--- config.mk ---
export PLATFORM = sky130hd
export DESIGN_NAME = axi4_lite_master
export DESIGN_NICKNAME = d
export VERILOG_FILES = /design/src/rtl/axi4_lite_master.sv
export SDC_FILE = /design/constraint.sdc
export NUM_CORES = 1
export LEC_CHECK = 0
export ABC_CLOCK_PERIOD_IN_PS = 2100
export CAP_MARGIN = 20
export CORE_MARGIN = 10
export CORE_UTILIZATION = 35
export CTS_CLUSTER_DIAMETER = 200
export DETAILED_ROUTE_END_ITERATION = 7
export PLACE_DENSITY = 0.71
export SYNTH_ARGS = -nofsm -noshare
export SYNTH_HDL_FRONTEND = slang
export SYNTH_SLANG_ARGS = --single-unit
--- constraint.sdc ---
create_clock -name ACLK -period 2.1 [get_ports ACLK]
set_input_delay 0.42 -clock ACLK [delete_from_list [all_inputs] [get_ports ACLK]]
set_output_delay 0.42 -clock ACLK [all_outputs]
set_load 0.005 [all_outputs]
--- src/rtl/axi4_lite_master.sv ---
// AXI4-Lite initiator: one outstanding single-word read or write per requester command.
// Optional watchdog enabled by defining AXI_MASTER_TIMEOUT_EN (aborts a stalled transfer with SLVERR).
module axi4_lite_master #(
  parameter int ADDR_W         = 4,
  parameter int DATA_W         = 32,
  parameter int TIMEOUT_CYCLES = 16
) (
  input  logic              ACLK,
  input  logic              ARESET,
  input  logic              cmd_valid,
  output logic              cmd_ready,
  input  logic              cmd_write,
  input  logic [ADDR_W-1:0] cmd_addr,
  input  logic [DATA_W-1:0] cmd_wdata,
  output logic              rsp_valid,
  output logic [DATA_W-1:0] rsp_rdata,
  output logic [1:0]        rsp_resp,
  output logic              busy,
  output logic [ADDR_W-1:0] AWADDR,
  output logic              AWVALID,
  input  logic              AWREADY,
  output logic [DATA_W-1:0] WDATA,
  output logic              WVALID,
  input  logic              WREADY,
  input  logic [1:0]        BRESP,
  input  logic              BVALID,
  output logic              BREADY,
  output logic [ADDR_W-1:0] ARADDR,
  output logic              ARVALID,
  input  logic              ARREADY,
  input  logic [DATA_W-1:0] RDATA,
  input  logic [1:0]        RRESP,
  input  logic              RVALID,
  output logic              RREADY
);

  localparam logic [1:0] RESP_SLVERR = 2'b10;

  typedef enum logic [2:0] {
    S_IDLE,
    S_WR,
    S_WB,
    S_RA,
    S_RR,
    S_DONE
  } state_t;

  state_t            state_reg;
  logic [ADDR_W-1:0] addr_reg;
  logic [DATA_W-1:0] wdata_reg;
  logic              aw_done_reg;
  logic              w_done_reg;
  logic              awvalid_reg;
  logic              wvalid_reg;
  logic              bready_reg;
  logic              arvalid_reg;
  logic              rready_reg;
  logic              cmd_ready_reg;
  logic              busy_reg;
  logic              rsp_valid_reg;
  logic [DATA_W-1:0] rsp_rdata_reg;
  logic [1:0]        rsp_resp_reg;

  logic aw_hs;
  logic w_hs;
  logic ar_hs;
  logic aw_ok;
  logic w_ok;
  logic active;
  logic step_done;
  logic timeout;

  assign aw_hs  = awvalid_reg & AWREADY;
  assign w_hs   = wvalid_reg & WREADY;
  assign ar_hs  = arvalid_reg & ARREADY;
  assign aw_ok  = aw_done_reg | aw_hs;
  assign w_ok   = w_done_reg | w_hs;
  assign active = (state_reg == S_WR) || (state_reg == S_WB) ||
                  (state_reg == S_RA) || (state_reg == S_RR);

  // Any edge on which the FSM leaves its current bus-phase state.
  assign step_done = ((state_reg == S_WR) && aw_ok && w_ok) ||
                     ((state_reg == S_WB) && BVALID) ||
                     ((state_reg == S_RA) && ar_hs) ||
                     ((state_reg == S_RR) && RVALID);

`ifdef AXI_MASTER_TIMEOUT_EN
  localparam int TMR_W = $clog2(TIMEOUT_CYCLES + 1);

  logic [TMR_W-1:0] timer_reg;

  // Counts cycles spent in the current bus-phase state; restarts on every state change.
  always_ff @(posedge ACLK) begin
    if (ARESET) begin
      timer_reg <= '0;
    end else if (!active || step_done || timeout) begin
      timer_reg <= '0;
    end else if (timer_reg != TMR_W'(TIMEOUT_CYCLES)) begin
      timer_reg <= timer_reg + 1'b1;
    end
  end

  assign timeout = active && (timer_reg == TMR_W'(TIMEOUT_CYCLES - 1));
`else
  // Watchdog absent: the limit is kept only so both builds share one parameter list.
  localparam int unused_timeout_cycles = TIMEOUT_CYCLES;

  assign timeout = 1'b0;
`endif

  always_ff @(posedge ACLK) begin
    if (ARESET) begin
      state_reg     <= S_IDLE;
      addr_reg      <= '0;
      wdata_reg     <= '0;
      aw_done_reg   <= 1'b0;
      w_done_reg    <= 1'b0;
      awvalid_reg   <= 1'b0;
      wvalid_reg    <= 1'b0;
      bready_reg    <= 1'b0;
      arvalid_reg   <= 1'b0;
      rready_reg    <= 1'b0;
      cmd_ready_reg <= 1'b1;
      busy_reg      <= 1'b0;
      rsp_valid_reg <= 1'b0;
      rsp_rdata_reg <= '0;
      rsp_resp_reg  <= 2'b00;
    end else begin
      rsp_valid_reg <= 1'b0;
      case (state_reg)
        S_IDLE: begin
          if (cmd_valid) begin
            addr_reg      <= cmd_addr;
            wdata_reg     <= cmd_wdata;
            aw_done_reg   <= 1'b0;
            w_done_reg    <= 1'b0;
            cmd_ready_reg <= 1'b0;
            busy_reg      <= 1'b1;
            if (cmd_write) begin
              awvalid_reg <= 1'b1;
              wvalid_reg  <= 1'b1;
              state_reg   <= S_WR;
            end else begin
              arvalid_reg <= 1'b1;
              state_reg   <= S_RA;
            end
          end
        end
        S_WR: begin
          if (timeout) begin
            awvalid_reg   <= 1'b0;
            wvalid_reg    <= 1'b0;
            rsp_rdata_reg <= '0;
            rsp_resp_reg  <= RESP_SLVERR;
            rsp_valid_reg <= 1'b1;
            state_reg     <= S_DONE;
          end else begin
            if (aw_hs) begin
              awvalid_reg <= 1'b0;
              aw_done_reg <= 1'b1;
            end
            if (w_hs) begin
              wvalid_reg <= 1'b0;
              w_done_reg <= 1'b1;
            end
            if (aw_ok && w_ok) begin
              bready_reg <= 1'b1;
              state_reg  <= S_WB;
            end
          end
        end
        S_WB: begin
          if (timeout || BVALID) begin
            bready_reg    <= 1'b0;
            rsp_rdata_reg <= '0;
            rsp_resp_reg  <= timeout ? RESP_SLVERR : BRESP;
            rsp_valid_reg <= 1'b1;
            state_reg     <= S_DONE;
          end
        end
        S_RA: begin
          if (timeout) begin
            arvalid_reg   <= 1'b0;
            rsp_rdata_reg <= '0;
            rsp_resp_reg  <= RESP_SLVERR;
            rsp_valid_reg <= 1'b1;
            state_reg     <= S_DONE;
          end else if (ar_hs) begin
            arvalid_reg <= 1'b0;
            rready_reg  <= 1'b1;
            state_reg   <= S_RR;
          end
        end
        S_RR: begin
          if (timeout || RVALID) begin
            rready_reg    <= 1'b0;
            rsp_rdata_reg <= timeout ? '0 : RDATA;
            rsp_resp_reg  <= timeout ? RESP_SLVERR : RRESP;
            rsp_valid_reg <= 1'b1;
            state_reg     <= S_DONE;
          end
        end
        S_DONE: begin
          busy_reg      <= 1'b0;
          cmd_ready_reg <= 1'b1;
          state_reg     <= S_IDLE;
        end
        default: begin
          state_reg <= S_IDLE;
        end
      endcase
    end
  end

  assign cmd_ready = cmd_ready_reg;
  assign busy      = busy_reg;
  assign rsp_valid = rsp_valid_reg;
  assign rsp_rdata = rsp_rdata_reg;
  assign rsp_resp  = rsp_resp_reg;
  assign AWADDR    = addr_reg;
  assign ARADDR    = addr_reg;
  assign WDATA     = wdata_reg;
  assign AWVALID   = awvalid_reg;
  assign WVALID    = wvalid_reg;
  assign BREADY    = bready_reg;
  assign ARVALID   = arvalid_reg;
  assign RREADY    = rready_reg;

endmodule
After elaboration in Yosys (flattened, before gate mapping). Index checks and enable logic that the tools add are counted. Widths: inputs -> output; s select.

Register bits after elaboration: 83. Input port bits: 81. Output and inout port bits: 82.

Equal/unequal tests: 14. Multiplexer cells: 40. Bitwise logic cells: 5. Reduce and logical (&&, ||, !) cells: 19.

Operators with widths (number): $mux 32 (2); $pmux 32 s2 (1); $pmux 1 s2 (10); $mux 1 (17); $ne 2x2->1 const B (8); $mux 3 (5); $pmux 3 s5 (1); $reduce_and 3->1 (5); $reduce_and 4->1 (3); $reduce_bool 2->1 (6); $eq 3x2->1 const B (2); $eq 3x3->1 const B (2); $mux 2 (3); $reduce_and 5->1 (1); $pmux 2 s2 (1); $reduce_and 2->1 (2); $and 1x1->1 (3); $eq 3x1->1 const B (1); $logic_not 3->1 (1); $ne 2x1->1 const B (1); $or 1x1->1 (2); $logic_and 1x1->1 (1).

Logic depth before layout (Yosys ltp).
Word-level depth: 5. Mapped depth: 6. Depth with buffers taken out: 4.

Worst setup path after synthesis. OpenSTA, ideal clock, no wires.

Path type: reg2reg. Start point: register state_reg[1]. End point: register addr_reg[0] (netlist: ARADDR[0]). Library setup time: 0.132 ns. Data arrival time: 1.307 ns. Data required time: 1.968 ns. Path slack: 0.661 ns. Cell stages (with the launch flop): 6. Path through: dfxtp_1 -> or4b_1 -> buf_2 -> buf_2 -> nand2_1 -> a21oi_1.

Longest elaborated chain between the ends: 2.

Ends and longest elaborated chain: start: declaration (RTL line 48) `state_t state_reg;`; start signal: assignment (RTL line 113) `state_reg <= S_IDLE;`; start signal: assignment (RTL line 142) `state_reg <= S_WR;`; start signal: assignment (RTL line 145) `state_reg <= S_RA;`; $logic_not 3->1 (RTL line 130) `case (state_reg)`; $reduce_and 2->1 (no line); end signal: assignment (RTL line 133) `addr_reg <= cmd_addr;`; end: declaration (RTL line 49) `logic [ADDR_W-1:0] addr_reg;`.

No other way between the ends. A chain may end at the register's enable or synchronous reset.

Worst setup path after layout.
Start point: register awvalid_reg (netlist: AWVALID). End point: output port AWVALID.

RTL lines: start: declaration (RTL line 53) `logic awvalid_reg;`; start signal: assignment (RTL line 118) `awvalid_reg <= 1'b0;`; start signal: assignment (RTL line 140) `awvalid_reg <= 1'b1;`; start signal: assignment (RTL line 151) `awvalid_reg <= 1'b0;`; end: declaration (RTL line 20) `output logic AWVALID,`.

No word-level cell between the ends.

==> impl_metrics.yaml <==
timing:
  rsz0062_at_grt: "no"
  finalHoldViolations: 0
  tightest_slew_ns: 0.578
  setup_tns_ns: 0
  timing.fmax_ghz: 0.582
  final-setup-viol-count: 0
  layout_min_cycle_time_ns: 1.72
  post-route-period-util_pct: 81.8
  finalHoldWorstSlack_ns: 0.457
  fin_skew_ns: 0.0119
  slew-limit-headroom_pct: 61.5
  number_of_slew_limit_violations_in_the_final_report: 0
clock_tree:
  cts_setup_buffers: 0
  cts-root-buf: "clkbuf_8"
  clock_sink_count: 83
  cts_tree: "built"
  cts.repair.resized: 0
  cts_hold_buffers: 0
  clk_transition_reported_paths_ns: 0.09
  worst_skew_pair.late_latency_ns: 0.34
  cts_htree_levels: 3
  clock_tree.buffer_depth: 2
  cts_made_buffers: 9
final_layout:
  final_common_cell: "clkdlybuf4s50_1"
  n_antenna_cell: 0
  share_of_post_route_cells_with_drive_strength_above_1_pct: 6.22
  layout-area-overhead-vs-synth_pct: 58.7
  final_nets: 623
  final_cell_mix: "clkdlybuf4s50_1, dfxtp_1, nand2_1"
global_route:
  grt_max_degree: 70
  grt_pass1_wl_um: 15800
  grt_overflow_total: 0
  grt_use_total_pct: 14.4
  grt_antenna_before_repair: 0
  number_of_global_route_vias_before_repair: 3125
synthesis:
  synth_warnings: 0
  synth_nets: 472
  synth_area_leader_cell: "dfxtp_1"
  synth_top_area_share_pct: 51.1
  synth.cell_area_um2: 3250
  synth_sequential_area_ratio_pct: 51.1
  syn_inst: 391
  synth.lib_cells_used.distinct: 32
  post_synth_main_area_contributors: "dfxtp_1, a21oi_1, nand2_1"
  syn_area_per_cell_um2: 8.32
  postSynthRegisterBits: 83
floorplanning:
  core_area_um2: 9150
  placement_rows: 35
  chipWidth_um: 116
  io_pins: 163
  start_util_pct: 35.5
  area_of_the_die_um2: 13500
  die-height_um: 116
setup_path:
  worstPathArrival_ns: 1.30
  crit_path_cell_trace: "clkdlybuf4s50_1"
  timing.critical_path.buf_inv: 1
  slowest_stage: "clkdlybuf4s50_1"
  required_ns: 1.68
  criticalPathCategory: "flop to output pin"
  critical_path.top_delay_family: "buffers and inverters"
  timing.critical_path.from_type: "flop"
  cp_max_fo: 5
  critical_path.max_stage_delay_ns: 0.56
  critPathCaptureType: "output pin"
power_and_ir_drop:
  power.share.clock_pct: 23.5
  total_leakage_power_nw: 1.77
  internal_power_mw: 3.24
  power_per_cell_area_nw_per_um2: 921
  total_switching_power_mw: 1.51
  power_frac_seq_pct: 41.4
  switching_share_pct: 31.8
  worst_ir_drop_vdd_uv: 461
  logic_gate_share_of_total_power_pct: 35.1
detailed_routing:
  drt_first_pass_iters: 4
  detail-route-antenna-nets: 0
  routed_wirelength_um: 10000
  drcViolationCount: 0
  post_drt_via_cell_ratio: 4.85
  routed-via-count: 3191
  initialDrtViolationCount: 145
  routed_wire_length_per_instance_um: 15.3
outcome:
  run_status: "finished, final reports clean"
job:
  maxcap_violations: 0
placement:
  port_buffers: 162
  gp_congestion: 0.838
  place_hpwl_um: 7610
min_path:
  hp-class: "flop to flop"
[logic make-up (layout without fill, tap and decap cells)]
group                  count (synthesis)  count (layout)  synth area share (%)
buffers and inverters                 37             193                  6.04
DFF                                   83              83                  51.1
and+or+nand+nor                      174             174                  26.3
muxes                                  4               4                  1.23
AOI/OAI and AO/OA                     93              93                  15.4
[cell type report]
class	instances	area (um^2)
fillers	858	3990
repair buffers	175	1750
flip-flops and latches	83	1660
multi-input cells	271	1410
well taps	111	139
clock buffers	10	128
clock inverters	6	66.3
inverters	2	7.51
[power groups by stage]
stage / clock network [mW] / registers, mW / logic, mW
global route: 1.24 / 2.00 / 1.84
floorplan: 0 / 1.97 / 0.907
global placement: 0 / 2.00 / 1.67
CTS: 1.17 / 1.97 / 1.70
detailed placement: 0 / 2.01 / 1.69
finish: 1.12 / 1.97 / 1.67
[cell usage after synthesis]
library cell and count:
a2111oi_0 1, a211oi_1 2, a21oi_1 77, a21oi_2 1, a22oi_1 1, a2bb2oi_1 1
a311oi_1 1, a31oi_1 3, a32oi_1 1, and2b_1 1, buf_2 13, buf_4 9
buf_6 1, clkbuf_1 12, dfxtp_1 83, inv_1 2, mux2i_1 4, nand2_1 80
nand2b_1 34, nand3_1 34, nand3b_1 3, nand4_1 1, nor2_1 11, nor2b_1 2
nor3_1 3, nor3b_1 1, nor3b_2 2, nor4b_4 1, o21ai_0 3, o21bai_1 1
o22ai_1 1, or4b_1 1
[stage by stage]
stage / setup slack, ns / cell area (um^2) / std cells / total power, mW / util (%)
floorplan: 0.661 / 3250 / 391 / 2.88 / -
global placement: 0.151 / 4970 / 642 / 3.66 / 54.3
detailed placement: 0.120 / 4970 / 642 / 3.70 / 54.3
CTS: 0.353 / 5160 / 658 / 4.84 / 56.4
global route: 0.223 / 5160 / 658 / 5.08 / 56.4
finish: 0.381 / 5160 / 658 / 4.75 / 56.4
[routing by layer]
layer | wire length [um] | track usage, % | up-vias
met5 | 0 | 0 | -
met4 | 65 | 4.00 | 0
met3 | 1270 | 8.12 | 6
met2 | 4770 | 23.8 | 118
met1 | 3940 | 15.5 | 1460
li1 | - | - | 1607
[path summary, 6_finish.rpt]
kind	start	slack, ns	depth (start not counted)	end
max	AWVALID$_SDFFE_PP0P_	0.38	1	AWVALID
min	WDATA[24]$_SDFFE_PP0P_	0.46	2	WDATA[24]$_SDFFE_PP0P_
max reg2reg	state_reg[2]$_SDFFE_PP0P_	0.42	4	rsp_rdata[24]$_SDFFE_PP0P_
min reg2reg	WDATA[24]$_SDFFE_PP0P_	0.46	2	WDATA[24]$_SDFFE_PP0P_
Power figures use the tool's default switching activity.
